`src/rtl/bc_control_unit.sv`:
```
// bc_control_unit: basic-computer timing/control sequencer driving bus select and register strobes
module bc_control_unit #(
  parameter int WIDTH  = 16,
  parameter int SC_W   = 4,
  parameter int INT_EN = 1
) (
  input  logic             clk,
  input  logic             rst_n,
  input  logic [WIDTH-1:0] ir,
  input  logic             dr_zero,
  input  logic             ac_msb,
  input  logic             ac_zero,
  input  logic             e_flag,
  input  logic             fgi,
  input  logic             fgo,
  input  logic             start,
  output logic [2:0]       bus_sel,
  output logic [25:0]      ctrl,
  output logic [SC_W-1:0]  t_state,
  output logic             halted,
  output logic             ien,
  output logic             int_cycle
);
  localparam int AR_LD = 0, AR_INR = 1, AR_CLR = 2, PC_LD = 3, PC_INR = 4, PC_CLR = 5;
  localparam int DR_LD = 6, DR_INR = 7, AC_LD = 8, AC_INR = 9, AC_CLR = 10, IR_LD = 11;
  localparam int TR_LD = 12, MEM_WR = 13, ALU_AND = 14, ALU_ADD = 15, ALU_DR = 16, ALU_CMA = 17;
  localparam int ALU_SHR = 18, ALU_SHL = 19, ALU_INP = 20, E_CLR = 21, E_CMP = 22;
  localparam int OUTR_LD = 23, FGI_CLR = 24, FGO_CLR = 25;
  logic [SC_W-1:0] sc;
  logic            i_ff, r_ff, ien_ff, s_ff;
  logic            sc_clr, ien_set, ien_clr, r_clr, hlt, i_ld, int_req;
  logic [7:0]      d;
  assign d         = 8'(1) << ir[WIDTH-2:WIDTH-4];
  assign int_req   = (INT_EN != 0) && (sc > SC_W'(2)) && ien_ff && (fgi | fgo);
  assign t_state   = sc;
  assign halted    = ~s_ff;
  assign ien       = ien_ff;
  assign int_cycle = r_ff;
  // decode the current timing step into bus source, strobes and state-update requests
  always_comb begin
    bus_sel = 3'd0;
    ctrl    = '0;
    sc_clr  = 1'b0;
    ien_set = 1'b0;
    ien_clr = 1'b0;
    r_clr   = 1'b0;
    hlt     = 1'b0;
    i_ld    = 1'b0;
    if (s_ff) begin
      if (r_ff && sc == SC_W'(0)) begin
        bus_sel = 3'd2; ctrl[AR_CLR] = 1'b1; ctrl[TR_LD] = 1'b1;
      end else if (r_ff && sc == SC_W'(1)) begin
        bus_sel = 3'd6; ctrl[MEM_WR] = 1'b1; ctrl[PC_CLR] = 1'b1;
      end else if (r_ff && sc == SC_W'(2)) begin
        ctrl[PC_INR] = 1'b1; ien_clr = 1'b1; r_clr = 1'b1; sc_clr = 1'b1;
      end else if (sc == SC_W'(0)) begin
        bus_sel = 3'd2; ctrl[AR_LD] = 1'b1;
      end else if (sc == SC_W'(1)) begin
        bus_sel = 3'd7; ctrl[IR_LD] = 1'b1; ctrl[PC_INR] = 1'b1;
      end else if (sc == SC_W'(2)) begin
        bus_sel = 3'd5; ctrl[AR_LD] = 1'b1; i_ld = 1'b1;
      end else if (sc == SC_W'(3)) begin
        if (!d[7]) begin
          bus_sel      = i_ff ? 3'd7 : 3'd0;
          ctrl[AR_LD]  = i_ff;
        end else if (!i_ff) begin
          ctrl[AC_CLR]  = ir[11];
          ctrl[E_CLR]   = ir[10];
          ctrl[AC_LD]   = ir[9] | ir[7] | ir[6];
          ctrl[ALU_CMA] = ir[9];
          ctrl[E_CMP]   = ir[8];
          ctrl[ALU_SHR] = ir[7];
          ctrl[ALU_SHL] = ir[6];
          ctrl[AC_INR]  = ir[5];
          ctrl[PC_INR]  = (ir[4] & ~ac_msb) | (ir[3] & ac_msb) | (ir[2] & ac_zero) | (ir[1] & ~e_flag);
          hlt           = ir[0];
          sc_clr        = 1'b1;
        end else begin
          bus_sel       = ir[10] ? 3'd4 : 3'd0;
          ctrl[AC_LD]   = ir[11];
          ctrl[ALU_INP] = ir[11];
          ctrl[FGI_CLR] = ir[11];
          ctrl[OUTR_LD] = ir[10];
          ctrl[FGO_CLR] = ir[10];
          ctrl[PC_INR]  = (ir[9] & fgi) | (ir[8] & fgo);
          ien_set       = ir[7];
          ien_clr       = ir[6];
          sc_clr        = 1'b1;
        end
      end else if (sc == SC_W'(4)) begin
        if (d[0] | d[1] | d[2] | d[6]) begin
          bus_sel = 3'd7; ctrl[DR_LD] = 1'b1;
        end else if (d[3]) begin
          bus_sel = 3'd4; ctrl[MEM_WR] = 1'b1; sc_clr = 1'b1;
        end else if (d[4]) begin
          bus_sel = 3'd1; ctrl[PC_LD] = 1'b1; sc_clr = 1'b1;
        end else if (d[5]) begin
          bus_sel = 3'd2; ctrl[MEM_WR] = 1'b1; ctrl[AR_INR] = 1'b1;
        end
      end else if (sc == SC_W'(5)) begin
        if (d[0] | d[1] | d[2]) begin
          ctrl[AC_LD]   = 1'b1;
          ctrl[ALU_AND] = d[0];
          ctrl[ALU_ADD] = d[1];
          ctrl[ALU_DR]  = d[2];
          sc_clr        = 1'b1;
        end else if (d[5]) begin
          bus_sel = 3'd1; ctrl[PC_LD] = 1'b1; sc_clr = 1'b1;
        end else if (d[6]) begin
          ctrl[DR_INR] = 1'b1;
        end
      end else if (sc == SC_W'(6) && d[6]) begin
        bus_sel = 3'd3; ctrl[MEM_WR] = 1'b1; ctrl[PC_INR] = dr_zero; sc_clr = 1'b1;
      end
    end
  end
  // sequence counter and the I, R, IEN, S flip-flops; halted state only waits for start
  always_ff @(posedge clk or negedge rst_n) begin
    if (!rst_n) begin
      sc     <= '0;
      i_ff   <= 1'b0;
      r_ff   <= 1'b0;
      ien_ff <= 1'b0;
      s_ff   <= 1'b1;
    end else if (!s_ff) begin
      if (start) begin
        s_ff <= 1'b1;
        sc   <= '0;
      end
    end else begin
      sc <= sc_clr ? '0 : sc + SC_W'(1);
      if (i_ld) i_ff <= ir[WIDTH-1];
      if (hlt) s_ff <= 1'b0;
      if (ien_clr) ien_ff <= 1'b0;
      else if (ien_set) ien_ff <= 1'b1;
      if (r_clr) r_ff <= 1'b0;
      else if (int_req) r_ff <= 1'b1;
    end
  end
endmodule

```
`config.mk`:
```
export PLATFORM = sky130hd
export DESIGN_NAME = bc_control_unit
export DESIGN_NICKNAME = d
export VERILOG_FILES = /design/src/rtl/bc_control_unit.sv
export SDC_FILE = /design/constraint.sdc
export NUM_CORES = 1
export LEC_CHECK = 0
export BUFFER_PORTS_ARGS = -buffer_cell sky130_fd_sc_hd__buf_2
export CAP_MARGIN = 0
export CELL_PAD_IN_SITES_DETAIL_PLACEMENT = 1
export CELL_PAD_IN_SITES_GLOBAL_PLACEMENT = 2
export CORE_ASPECT_RATIO = 1.1
export CORE_UTILIZATION = 27
export CTS_BUF_LIST = sky130_fd_sc_hd__clkbuf_8
export DETAILED_ROUTE_END_ITERATION = 12
export PLACE_DENSITY = 0.9
export SYNTH_ARGS = -nofsm -noshare
export SYNTH_HDL_FRONTEND = slang
export SYNTH_SLANG_ARGS = --single-unit
export TNS_END_PERCENT = 20
```
`constraint.sdc`:
```
create_clock -name clk -period 5.75 [get_ports clk]
set_input_delay 1.15 -clock clk [delete_from_list [all_inputs] [get_ports clk]]
set_output_delay 1.15 -clock clk [all_outputs]
set_load 0.02 [all_outputs]
```
== Word-level counts from Yosys, hierarchy flattened ==
Index checks and enable logic that the tools add are counted.
Storage, ports and cells
  register bits after elaboration: 8
  input port bits: 25
  output and inout bits: 36
  logic and storage cells: 214
Cells by class
  add/subtract/negate cells: 1
  $lt $le $gt $ge: 1
  equality and inequality tests: 6
  shift operators: 1
  mux-type cells: 168
  bitwise operators: 19
  reduce and logical (&&, ||, !) cells: 13
Operators by type and width (number)
  1-bit 2-to-1 mux: 111
  13-bit 2-to-1 mux: 5
  3-bit 2-to-1 mux: 21
  2-bit 2-to-1 mux: 17
  9-bit 2-to-1 mux: 3
  26-bit 2-to-1 mux: 1
  6-bit 2-to-1 mux: 3
  4-bit 2-to-1 mux: 4
  4-bit by 3-bit == test with 1-bit output, second input constant: 3
  12-bit 2-to-1 mux: 1
  5-bit 2-to-1 mux: 2
  1-bit OR: 10
  4-bit by 2-bit == test with 1-bit output, second input constant: 2
  1-bit by 3-bit left shift with 8-bit output, first input constant: 1
  1-bit AND: 6
  1-bit logical AND: 6
  2-bit AND reduction: 3
  2-bit nonzero test: 3
  4-bit by 1-bit adder with 4-bit output, second input constant: 1
  4-bit by 1-bit == test with 1-bit output, second input constant: 1
  4-bit by 2-bit > comparator with 1-bit output, second input constant: 1
  4-bit zero test: 1
  1-bit inverter: 3

== Depth between registers and ports, before layout ==
Gate-level depths: netlist (run 1).
  depth after elaboration: 16
  gate-level depth with buffers: 8
  mapped depth without buffers: 7

== Worst setup path after synthesis (run 1) ==
Ideal clock, no wire load.
  path kind: input-to-output
  start point: input ir[14]
  end point: output bus_sel[0]
  data arrival time: 2.655 ns
  slack: 1.945 ns
  cell stages on the path: 6
  buffers on the path: 1
  cell sequence: clkbuf_1 -> o21ai_1 -> nand2_1 -> a311oi_1 -> nor2_1 -> a2111oi_1
Between the ends
  cells in the longest elaborated chain, start to end: 14
  elaborated cells between the ends (all ways): 22
  classes of those cells: shift: 1; mux: 17; bitwise: 3; reduce/logical: 1
Ends and longest elaborated chain
  from (decl): RTL line 9  | input logic [WIDTH-1:0] ir,
  1-bit by 3-bit left shift with 8-bit output (*): RTL line 33  | assign d = 8'(1) << ir[WIDTH-2:WIDTH-4];
  1-bit OR (2 in series): RTL line 91, 101
  1-bit 2-to-1 mux or 1-bit OR (tied branches): RTL line 101, 91
  2-bit 2-to-1 mux or 3-bit 2-to-1 mux (tied branches): RTL line 100, 91
  3-bit 2-to-1 mux: RTL line 90  | end else if (sc == SC_W'(4)) begin
  3-bit 2-to-1 mux (*): RTL line 62  | end else if (sc == SC_W'(3)) begin
  3-bit 2-to-1 mux (*): RTL line 60  | end else if (sc == SC_W'(2)) begin
  3-bit 2-to-1 mux (*): RTL line 58  | end else if (sc == SC_W'(1)) begin
  3-bit 2-to-1 mux (*): RTL line 56  | end else if (sc == SC_W'(0)) begin
  3-bit 2-to-1 mux (*): RTL line 54  | end else if (r_ff && sc == SC_W'(2)) begin
  3-bit 2-to-1 mux (*): RTL line 52  | end else if (r_ff && sc == SC_W'(1)) begin
  3-bit 2-to-1 mux (*): RTL line 50  | if (r_ff && sc == SC_W'(0)) begin
  3-bit 2-to-1 mux (*): RTL line 49  | if (s_ff) begin
  to (decl): RTL line 17  | output logic [2:0] bus_sel,
Every way passes the cells marked *; elsewhere a longest branch is shown, timed or not.

== Worst setup path in the final report (run 1) ==
  start point: register sc[0], in the netlist t_state[0]
  end point: output bus_sel[0]
Between the ends
  cells in the longest elaborated chain, start to end: 13
  elaborated cells between the ends (all ways): 22
  classes of those cells: eq/ne: 6; mux: 11; reduce/logical: 5
Ends and longest elaborated chain
  from (decl): RTL line 29  | logic [SC_W-1:0] sc;
  from (signal assigned): RTL line 131  | sc <= sc_clr ? '0 : sc + SC_W'(1);
  4-bit by 3-bit == test with 1-bit output: RTL line 112  | end else if (sc == SC_W'(6) && d[6]) begin
  1-bit logical AND: RTL line 112
  2-bit 2-to-1 mux: RTL line 112
  2-bit 2-to-1 mux: RTL line 100  | end else if (sc == SC_W'(5)) begin
  3-bit 2-to-1 mux: RTL line 90
  3-bit 2-to-1 mux: RTL line 62
  3-bit 2-to-1 mux: RTL line 60
  3-bit 2-to-1 mux: RTL line 58
  3-bit 2-to-1 mux: RTL line 56
  3-bit 2-to-1 mux: RTL line 54
  3-bit 2-to-1 mux: RTL line 52
  3-bit 2-to-1 mux (*): RTL line 50
  3-bit 2-to-1 mux (*): RTL line 49
Marks and branches as above.

==> metrics.cfg, run 1 <==
[outcome]
status = completed

[clock_network]
clock_sinks = 8
insertion_delay_ns = 0.24
postCtsSetupRepairBufs = 0
clockRootBuffer = clkbuf_8
cts_buffers = 3
post_cts_resized = 0
clockBufferDepth = 2
clk_pin_slew_ns = 0.05
hold_buffers = 0
cts_tree = built
htreeDepth = 1

[power]
pwr_density_cell_mw_per_mm2 = 465
p_leak_nw = 0.773
ir_worst_vdd_v = 0.000163

[placement]
gp_congestion = 0.858
place_area_sq_mm = 0.00158
dp_hpwl_mm = 3.48
place_ws_ns = 1.91
portBuffers = 60

[timing]
fin_crit_ns = 3.83
relSlewSlack_pct = 48.1
hold_viol = 0
drv_slew = 0
setup_slack_ns = 1.92
post-route-period-util_pct = 66.6
setup_viol = 0
rsz0062_at_grt = false
skew_ns = 0.0130
clock.fmax_ghz = 0.261
worst_pin_slew_ns = 0.776
fin_tns_setup_ns = 0

[floorplan]
rows = 26
dieArea_sq_mm = 0.00509
coreArea_sq_mm = 0.00462
die_h_um = 74.7
ios = 61
die_w_um = 68.1
initial_core_util_pct = 28.1

[worst_setup_path]
cp-end-kind = output pin
critPathArrivalTime_ns = 2.68
crit_path_max_fanout = 15
reg2reg_depth = 5
cp-start-kind = flip-flop
critPathKind = reg -> out
critPathRequiredTime_ns = 4.60

[yosys]
synth_top_area_share_pct = 13.5
synth-edff-count = 0
yosys-top-cells-count = 18 x nand2_1, 18 x nor2_1, 14 x a21oi_1
ys_types = 58
synth_top_flop_cell = dfrtp_1
yosysWarningCount = 0
ys_ff_latch = 8
yosys.area.top_type = dfrtp_1
synthCells = 185
synth.avg_cell_area_sq_um = 7.01
ys_seq_area_share_pct = 15.5
synth_area_sq_mm = 0.00130
yosys-top-cells-area = dfrtp_1 14%, a21oi_1 5.4%, nand2_1 5.2%, nor2_1 5.2%, nor3_1 4.6%
syn-num-nets = 214
async_flop_share_pct = 100

[layout]
drive_gt1_share_pct = 33.9
fin_nets = 263
fin_area_sq_mm = 0.00163
num_antenna_cells = 0
final_core_util_pct = 35.2
areaGrowthSynthToFinish_pct = 25.3

[routing]
dr_wl_met2_mm = 2.10
drcViolationCount = 0
wl_met1_mm = 2.00
dr_total_vias = 1561
drt_wl_total_mm = 4.40
viasPerCell = 5.40
top_layer_used = met4
wl_per_cell_um = 15.2
drt_iter0_markers = 36
wl_met3_um = 280
dr.pass1.iters = 4
antenna_left = 0

[grt]
antenna_found_initial = 0
grt_pass1_vias = 1496
grt_overflow = 0
grt_usage_pct = 18.4
grt_max_degree = 18
grt_pass1_wl_mm = 7.09

[worst_hold_path]
holdPathStages = 2
hp-class = reg -> reg

[run]
maxCapViolCount = 0

==> through the flow <==
step / power (W) / std cells / hold WS (ns)
after floorplan: 0.000543 / 185 / 0.611
after CTS: 0.000762 / 289 / 0.528
after global placement: 0.000678 / 285 / 0.516
after global routing: 0.000829 / 289 / 0.560
final: 0.000755 / 289 / 0.519
after detailed placement: 0.000689 / 285 / 0.517
==> critical path, cell delays in order, from the launching register on <==
cell       delay [ns]
dfrtp_1          0.45
inv_1            0.12
ha_1             0.56
nand4bb_1        0.21
a21bo_1          0.21
a311oi_1         0.25
nor2_1           0.06
a2111oi_1        0.35
buf_2            0.23
==> per-layer routing <==
layer,GRT usage (%),vias up
met5,0,-
met4,2.78,0
met3,3.18,4
met2,32.8,47
met1,23.3,744
li1,-,766
==> where the power goes <==
part	switching (W)	internal (W)
logic	0.000341	0.000192
clock network	0.0000237	0.0000464
registers	0.0000704	0.0000819
==> cell families after synthesis <==
logic type	Yosys count	share of synthesized area, %
adders and majority gates	4	3.86
DFF	8	15.5
muxes	3	2.51
buffers and inverters	26	9.64
AOI/OAI and AO/OA	50	27.0
and+or+nand+nor	94	41.5
==> cells in the final DEF (no fill, tap or decap), types with 2 or more instances in the layout <==
cell	synthesis	final
a221oi_1	3	3
o21ai_0	3	3
a21oi_1	14	14
nor3_1	12	12
ha_1	4	4
a22oi_1	2	2
and2_1	9	9
buf_2	4	60
nand2_1	18	18
nand3_1	6	6
and3_1	4	4
o21ai_1	10	10
nand3b_1	4	4
dfrtp_1	7	7
nor2_1	18	18
a21boi_1	2	2
inv_1	10	11
nor3b_1	2	2
nand4bb_1	2	2
nand2b_1	3	3
or2_1	2	2
mux2_2	2	2
clkbuf_8	0	3
==> cell type report <==
cell class              count  area (sq um)
multi-input cells         151           971
well taps                  56          70.1
flip-flops and latches      8           201
inverters                  10          37.5
clock inverters             1          3.75
repair buffers             60           300
fillers                   622          2990
clock buffers               3          41.3
==> flip-flops by register name, summed over array words and instances (netlist names) <==
| register | count |
|---|---|
| ien | 1 |
| int_cycle | 1 |
| t_state | 4 |
| s_ff | 1 |
| i_ff | 1 |
==> final timing paths <==
check,from,endpoint,slack (ns)
max in group asynchronous,rst_n,s_ff,4.75
max,t_state[0],bus_sel[0],1.92
min reg2reg,ien,ien,0.52
min,ien,ien,0.52
max reg2reg,t_state[2],t_state[3],3.26
min in group asynchronous,rst_n,t_state[1],0.75
Note: power is estimated with default switching activity, not from simulation.
==> run 2: changes to the inputs <==
--- a/config.mk
+++ b/config.mk
@@ -10,10 +10,10 @@
 export CELL_PAD_IN_SITES_DETAIL_PLACEMENT = 1
 export CELL_PAD_IN_SITES_GLOBAL_PLACEMENT = 2
 export CORE_ASPECT_RATIO = 1.1
-export CORE_UTILIZATION = 27
+export CORE_UTILIZATION = 22
 export CTS_BUF_LIST = sky130_fd_sc_hd__clkbuf_8
 export DETAILED_ROUTE_END_ITERATION = 12
-export PLACE_DENSITY = 0.9
+export PLACE_DENSITY = 0.79
 export SYNTH_ARGS = -nofsm -noshare
 export SYNTH_HDL_FRONTEND = slang
 export SYNTH_SLANG_ARGS = --single-unit
==> constraint.sdc (replaced) <==
create_clock -name clk -period 3.4 [get_ports clk]
set_input_delay 0.68 -clock clk [delete_from_list [all_inputs] [get_ports clk]]
set_output_delay 0.68 -clock clk [all_outputs]
set_load 0.02 [all_outputs]
==> run 2 against run 1 <==
Critical path depth unchanged. Non-clock buffer count grew 2. Sequential cell count is the same. Final area rose by 2.4%. Combinational power is 75% higher. Critical path type unchanged.
==> metrics.cfg, run 2 (synthesis gave the netlist of run 1 again) <==
[floorplan]
ios = 61
coreArea_sq_mm = 0.00554
dieArea_sq_mm = 0.00621
die_w_um = 75.2
die_h_um = 82.5
rows = 28
initial_core_util_pct = 23.4

[routing]
antenna_left = 0
drcViolationCount = 0
viasPerCell = 4.86
drt_iter0_markers = 92
dr.pass1.iters = 4
dr_total_vias = 1508
wl_met3_um = 248
dr_wl_met2_mm = 2.06
wl_per_cell_um = 14.5
drt_wl_total_mm = 4.50
wl_met1_mm = 2.20
top_layer_used = met3

[clock_network]
clock_sinks = 8
post_cts_resized = 0
cts_buffers = 3
clockBufferDepth = 2
clk_pin_slew_ns = 0.04
clockRootBuffer = clkbuf_8
hold_buffers = 0
insertion_delay_ns = 0.23
cts_tree = built
htreeDepth = 1
postCtsSetupRepairBufs = 0

[timing]
rsz0062_at_grt = false
setup_viol = 0
drv_slew = 0
fin_tns_setup_ns = 0
skew_ns = 0.00405
fin_crit_ns = 3.21
relSlewSlack_pct = 60.2
worst_pin_slew_ns = 0.594
post-route-period-util_pct = 94.4
clock.fmax_ghz = 0.312
hold_viol = 0

[grt]
grt_pass1_vias = 1442
grt_overflow = 0
grt_max_degree = 18
grt_pass1_wl_mm = 7.27
grt_usage_pct = 15.3
antenna_found_initial = 0

[placement]
dp_hpwl_mm = 3.65
dp.cells = 306
portBuffers = 60
gp_congestion = 0.831
place_area_sq_mm = 0.00162

[layout]
fin_area_sq_mm = 0.00166
drive_gt1_share_pct = 34.5
fin_nets = 265
layout_common_cells = 60 x buf_2, 18 x nor2_1, 18 x nand2_1
largest_register_ffs = 4
layout.cells.non_filler = 310
n_fill_cell = 730
num_antenna_cells = 0
final_core_util_pct = 30.1
areaGrowthSynthToFinish_pct = 28.3
final_common_cell = buf_2

[run]
maxCapViolCount = 0

[power]
p_leak_nw = 0.783
ir_worst_vdd_v = 0.000191
power.total_w = 0.00130
pwr_density_cell_mw_per_mm2 = 780

[worst_setup_path]
crit_path_max_fanout = 13
cp_cell_sequence = inv_1 -> ha_1 -> nand4bb_1 -> a21bo_1 -> a311oi_1 -> nor2_1 -> a2111oi_1 -> buf_2
crit_family = compound AO/OA/AOI/OAI gates
worstReg2RegStart = t_state[0]
rrSetupSlack_ns = 1.07
cp-end-kind = output pin
slowest_stage = dfrtp_1
cp-start-kind = flip-flop
critPathRequiredTime_ns = 2.72
critPathKind = reg -> out
cp_num_buf_inv = 2
crit_path_max_incr_delay_ns = 0.45
reg2reg_depth = 7
critPathArrivalTime_ns = 2.53
r2r_end = t_state[3]

[outcome]
status = completed

[worst_hold_path]
hp-class = in -> async

## run 2: metal layers
| layer | up-vias | track usage, % |
|---|---|---|
| met5 | - | 0 |
| met4 | 0 | 1.11 |
| met3 | 0 | 1.94 |
| met2 | 47 | 26.0 |
| met1 | 689 | 21.3 |
| li1 | 772 | - |
## run 2: final cells by class
| type | instances | area (sq um) | share of cell area (%) |
|---|---|---|---|
| Multi-Input combinational cell | 151 | 971 | 58.3 |
| Clock inverter | 1 | 3.75 | 0.226 |
| Clock buffer | 3 | 41.3 | 2.48 |
| Timing Repair Buffer | 62 | 315 | 18.9 |
| Sequential cell | 8 | 201 | 12.1 |
| Inverter | 10 | 37.5 | 2.26 |
| Tap cell | 75 | 93.8 | 5.64 |
## run 2: how the worst max path moves through the flow
stage                          start    endpoint  slack, ns  depth (start not counted)
after floorplan           t_state[0]  bus_sel[0]       0.39                          7
after global placement    t_state[0]  bus_sel[0]       0.43                          8
after detailed placement  t_state[0]  bus_sel[0]       0.42                          8
after CTS                 t_state[0]  bus_sel[0]       0.17                          8
after global routing      t_state[0]  bus_sel[0]       0.04                          8
final                     t_state[0]  bus_sel[0]       0.19                          8
## run 2: through the flow
step | hold WS, ns | worst slack (ns)
floorplan | 0.384 | 0.393
global placement | 0.521 | 0.430
detailed placement | 0.535 | 0.415
CTS | 0.291 | 0.173
global route | 0.293 | 0.0425
finish | 0.288 | 0.192
## run 2: where the power goes
group | internal (W) | switching (W) | total [W] | leakage [nW]
clock network | 0.0000781 | 0.0000367 | 0.000115 | 0.0269
registers | 0.000139 | 0.000113 | 0.000252 | 0.0983
logic | 0.000337 | 0.000594 | 0.000931 | 0.658
